<file path="src/rtl/lifo_pop_reader.sv">
// lifo_pop_reader: read-side controller for a small LIFO stack.
//   This block issues pop strobes to the stack and captures each popped word.
//   Each captured word is presented on a valid/ready output stream.
//   An operation is either a fixed-length burst (burst_len != 0) or a
//   drain-until-empty (burst_len == 0).
//   The block must be the only pop source for the stack.
//   It snoops the stack's push strobe because the stack drops a pop that
//   coincides with a push. In that case the reader retries the pop.
//
// Ports:
//   clk, reset          clock (posedge) and asynchronous active-high reset
//   start, burst_len    begin an operation in IDLE; burst_len is latched on start
//   stk_empty           registered empty flag from the stack
//   stk_push            snoop of the stack's push strobe
//   stk_data            stack data_out, valid the cycle after an accepted pop
//   stk_pop             pop strobe to the stack (combinational)
//   out_data/out_valid/out_ready   output word stream
//   busy, done          operation in progress / one-cycle completion pulse
//   drained             last operation stopped on an empty stack
//   pop_count           words delivered in the current/last operation
module lifo_pop_reader #(
  parameter int DATA_WIDTH = 8,
  parameter int CNT_WIDTH  = 4
) (
  input  logic                  clk,
  input  logic                  reset,
  input  logic                  start,
  input  logic [CNT_WIDTH-1:0]  burst_len,
  input  logic                  stk_empty,
  input  logic                  stk_push,
  input  logic [DATA_WIDTH-1:0] stk_data,
  output logic                  stk_pop,
  output logic [DATA_WIDTH-1:0] out_data,
  output logic                  out_valid,
  input  logic                  out_ready,
  output logic                  busy,
  output logic                  done,
  output logic                  drained,
  output logic [CNT_WIDTH-1:0]  pop_count
);

  typedef enum logic [2:0] {IDLE, ISSUE, CAPTURE, HOLD, DONE} state_t;

  state_t               state, state_nx;
  logic [CNT_WIDTH-1:0] len_r;
  logic                 last_word;
  logic                 handshake;

  // A length of zero means drain until empty, so it never matches a count.
  assign last_word = (len_r != '0) && (pop_count == len_r);
  assign handshake = out_valid && out_ready;

  always_ff @(posedge clk or posedge reset) begin
    if (reset) state <= IDLE;
    else       state <= state_nx;
  end

  always_comb begin
    state_nx = state;
    stk_pop  = 1'b0;
    busy     = 1'b0;
    done     = 1'b0;
    case (state)
      IDLE: begin
        if (start) state_nx = ISSUE;
      end
      ISSUE: begin
        busy    = 1'b1;
        stk_pop = !stk_empty;
        // The stack drops a pop that collides with a push, so stay here and retry.
        if (stk_empty)     state_nx = DONE;
        else if (!stk_push) state_nx = CAPTURE;
      end
      CAPTURE: begin
        busy     = 1'b1;
        state_nx = HOLD;
      end
      HOLD: begin
        busy = 1'b1;
        if (handshake) state_nx = last_word ? DONE : ISSUE;
      end
      DONE: begin
        done     = 1'b1;
        state_nx = IDLE;
      end
      default: state_nx = IDLE;
    endcase
  end

  always_ff @(posedge clk or posedge reset) begin
    if (reset) begin
      len_r     <= '0;
      pop_count <= '0;
      drained   <= 1'b0;
      out_data  <= '0;
      out_valid <= 1'b0;
    end else begin
      case (state)
        IDLE: begin
          if (start) begin
            len_r     <= burst_len;
            pop_count <= '0;
            drained   <= 1'b0;
          end
        end
        ISSUE: begin
          if (stk_empty) drained <= 1'b1;
        end
        CAPTURE: begin
          // The stack presents the popped word in this cycle.
          out_data  <= stk_data;
          out_valid <= 1'b1;
          pop_count <= pop_count + 1'b1;
        end
        HOLD: begin
          if (handshake) out_valid <= 1'b0;
        end
        default: ;
      endcase
    end
  end

endmodule

</file>
<file path="config.mk">
export PLATFORM = sky130hd
export DESIGN_NAME = lifo_pop_reader
export DESIGN_NICKNAME = d
export VERILOG_FILES = /design/src/rtl/lifo_pop_reader.sv
export SDC_FILE = /design/constraint.sdc
export NUM_CORES = 1
export LEC_CHECK = 0
export BUFFER_PORTS_ARGS = -buffer_cell sky130_fd_sc_hd__buf_2
export CAP_MARGIN = 10
export CORE_MARGIN = 2
export CORE_UTILIZATION = 43
export DETAILED_ROUTE_END_ITERATION = 8
export GPL_TIMING_DRIVEN = 0
export PLACE_DENSITY = 0.74
export RECOVER_POWER = 50
export SLEW_MARGIN = 20
export SYNTH_ARGS = -nofsm -noshare
export SYNTH_HDL_FRONTEND = slang
export SYNTH_SLANG_ARGS = --single-unit
</file>
<file path="constraint.sdc">
create_clock -name clk -period 1.35 [get_ports clk]
set_input_delay 0.2025 -clock clk [delete_from_list [all_inputs] [get_ports clk]]
set_output_delay 0.2025 -clock clk [all_outputs]
set_load 0.005 [all_outputs]
</file>
==> flow_summary.rst <==
.. list-table::
   :header-rows: 1

   * - Metric
     - Value
   * - Run status
     - finished, violations left
   * - Violated checks
     - setup timing
   * - H-tree levels
     - 1
   * - TritonCTS clock tree
     - done
   * - Total power draw
     - 3.42 mW
   * - Count of placed standard cells including taps
     - approximately 150
   * - # diodes
     - 0
   * - Number of placed I/O pins
     - 35
   * - Commonest cells after routing, fill and taps aside
     - 34 x sky130_fd_sc_hd__buf_2, 17 x sky130_fd_sc_hd__dfrtp_1, 13 x sky130_fd_sc_hd__mux2_4
   * - Cells after synthesis
     - between 80 and 90
   * - Final wirelength
     - 2220 µm
   * - Async S/R FF share, synth
     - 100%
   * - RR Startpoint
     - state[0]
   * - Maximum fanout along the worst path
     - 8
   * - Flip-flop and latch count after synthesis
     - 21
   * - Number of buffer cells added on primary ports
     - 34
   * - Total die area
     - between 2000 and 3000 µm²
   * - Clock Skews
     - roughly 0.013 ns
   * - Combinational Power Share
     - 57.0%
   * - Avg Cell Area, Syn
     - about 12 µm²
   * - Chip Width
     - approximately 53 µm
   * - Internal power of the cells
     - 2.23 mW
   * - Kind of end point of the critical path
     - output port
   * - Number of antenna-violating nets in the routed design
     - 0
   * - Pin count of the biggest net entering global routing
     - 22
   * - Total routing usage reported by global routing
     - between 10% and 20%
   * - Power density cells
     - 2350 nW/µm²
   * - Power share of the sequential group
     - 34.3%
   * - Core Box Area
     - 2210 µm²
   * - Area Overhead vs Synth
     - 43.5%
   * - Setup repair after global routing missed its margin
     - yes
   * - Largest vdd supply drop
     - 1.48 mV
   * - Type of origin of the critical path
     - flip-flop
   * - Detail-routed via count per cell
     - 5.12
   * - Most common cell after layout, fill and taps aside
     - sky130_fd_sc_hd__buf_2
   * - Top flip-flop cell by instance count after synthesis
     - sky130_fd_sc_hd__dfrtp_1
   * - Cell depth of the worst flop-to-flop path
     - 5
   * - Clock transition at the registers of the reported paths
     - 0.12 ns
   * - Via count of the first global-routing pass
     - 790
   * - Netlist Area Pre-Place
     - 1010 µm²
   * - Antenna violations before repair
     - 0
   * - Final Hold Vio Count
     - 0
   * - Number of nets in the layout
     - 154
   * - Starting utilization of the core area
     - 45.8%
   * - Number of iterations in the first detailed-routing pass
     - 2
   * - DRC violation count after routing
     - 0
   * - Y dimension of the die
     - between 50 and 60 µm
   * - Critical setup path kind
     - reg2out
   * - Routability cong.
     - approximately 0.73
   * - Via Count
     - 829
   * - Worst hold path type
     - in2async
   * - Clock latency on the worst-skew pair
     - 0.31 ns
   * - Count of final max-slew check failures
     - 0
   * - CP required
     - 1.15 ns
   * - First-pass GRT wire length
     - ~3700 µm
   * - HPWL after DPL
     - between 1000 and 1500 µm
   * - Yosys warns
     - 0
   * - Register area share after synthesis
     - around 52%
   * - Grt total ovfl
     - 0
   * - Portion of total power attributed to the clock network
     - 8.8%
   * - Total CTS buffers
     - 3
   * - Clock net sink count
     - 21
   * - Crit path setup slack, layout
     - -0.0851 ns
   * - DRC violation total after the first TritonRoute iteration
     - 18
   * - Switching power
     - 1.19 mW
   * - Total setup violations reported at the end of the flow
     - 17
   * - Shortest period the worst path allows
     - 1.44 ns
   * - Maximum root-to-sink buffer count
     - 2
   * - Routed length per placed instance
     - 13.7 µm
   * - Register-to-Register Setup Slack
     - -0.04 ns
   * - Leakage power summed over all cells
     - slightly above 0.7 nW
   * - Highest Clock Rate
     - 0.697 GHz
   * - Worst Hold Slack
     - 0.0115 ns
   * - Maxcap violations
     - 0
   * - Data arrival time of the critical path
     - roughly 1.2 ns
   * - Non-filler instance count after layout
     - 162
   * - Relative slew margins
     - 47.9%
   * - Pre-CTS setup slack
     - -0.179 ns
   * - Standard-cell row count
     - 17
   * - Final worst path period share
     - 106%
   * - Proportion of layout cells with a drive suffix above 1
     - 61.2%
   * - Nets in the synthesized netlist
     - 104
   * - Switching share of total power
     - 34.8%
   * - Worst reg2reg path endpoint
     - pop_count[0]
   * - Synth unique cells
     - 31
   * - Post-synth EDFFs
     - 0
   * - Transition time of the tightest slew-check pin
     - 0.780 ns
   * - Clk root buf
     - sky130_fd_sc_hd__clkbuf_4
-- what timing repair did --
item	4_1_cts	5_1_grt
pin swaps	6	4
hold buffers	0	0
endpoints found under the setup margin	19	21
setup buffers	10	1
gates resized for setup	19	10
-- flip-flops by register name, indices dropped and copies added, names as in the netlist --
name	cells
len_r	4
state	3
out_data	8
drained	1
pop_count	4
out_valid	1
-- per-layer routing --
layer  part of all wire, %  vias to the layer above  global-route usage [%]
met5                     0                        -                       0
li1                      -                      396                       -
met2                    50                       25                    30.0
met3                   4.6                        2                    3.43
met1                    45                      406                    23.8
met4                  0.59                        0                    7.69
-- synth_stat cells, drive strengths merged, types with 2 or more instances --
cell type | n | share of area (%)
dfrtp | 21 | 52
mux2 | 13 | 14
nor2 | 9 | 3.6
nand2 | 5 | 1.9
a21oi | 4 | 2.0
xnor2 | 4 | 3.5
buf | 3 | 2.7
nor3 | 3 | 1.5
a22o | 2 | 1.7
nand3 | 2 | 0.99
nand3b | 2 | 1.5
nor3b | 2 | 2.6
o21ai | 2 | 0.99
-- stage by stage --
stage          util, %  setup TNS [ns]  area, µm²
2_1_floorplan        -          -0.211       1040
3_3_place_gp      56.2           -1.27       1240
3_5_place_dp      56.2           -1.53       1240
4_1_cts           64.0          -0.332       1420
5_1_grt           65.7           -1.16       1450
6_report          65.7          -0.529       1450
-- final cells by class --
class | instances | area, µm²
buffer | 4 | 48.8
tap | 28 | 35.0
inverter | 1 | 3.75
clock inverter | 1 | 5.00
clock buffer | 3 | 22.5
fill | 193 | 758
sequential | 21 | 531
timing repair buffer | 45 | 260
multi-input combinational | 59 | 548
-- worst max path at each step --
| stage | startpoint | end | slack [ns] | cells past startpoint |
|---|---|---|---|---|
| 2_1_floorplan | state[2] | out_data[0] | -0.04 | 4 |
| 4_1_cts | state[1] | done | -0.06 | 4 |
| 3_3_place_gp | state[2] | out_data[5] | -0.16 | 4 |
| 6_report | state[2] | stk_pop | -0.09 | 4 |
| 5_1_grt | state[2] | stk_pop | -0.13 | 4 |
| 3_5_place_dp | state[2] | out_data[5] | -0.18 | 4 |
-- worst max-delay path, stage by stage, from the launching register on --
cell and delay [ns]:
sky130_fd_sc_hd__dfrtp_1 0.40, sky130_fd_sc_hd__buf_6 0.14, sky130_fd_sc_hd__nand2b_4 0.14, sky130_fd_sc_hd__nor3_2 0.11
sky130_fd_sc_hd__buf_2 0.13
-- kinds of logic (layout without fill, tap and decap cells) --
group,count (synthesis),in the layout,share of synthesized area [%]
flip-flops,21,21,51.9
AO/OA/AOI/OAI,12,12,7.90
adder cells (fa/ha/maj),1,1,1.23
AND/OR/NAND/NOR,29,29,17.7
XOR/XNOR,4,4,3.46
buffers and inverters,5,54,3.46
multiplexers,13,13,14.4
-- power groups by stage --
stage	Sequential [mW]	Clock (mW)	Combinational, mW
4_1_cts	1.16	0.310	1.82
5_1_grt	1.22	0.347	2.12
3_3_place_gp	1.15	0	1.37
6_report	1.17	0.300	1.95
2_1_floorplan	1.15	0	0.999
3_5_place_dp	1.17	0	1.41
(Power assumes the default switching activity.)
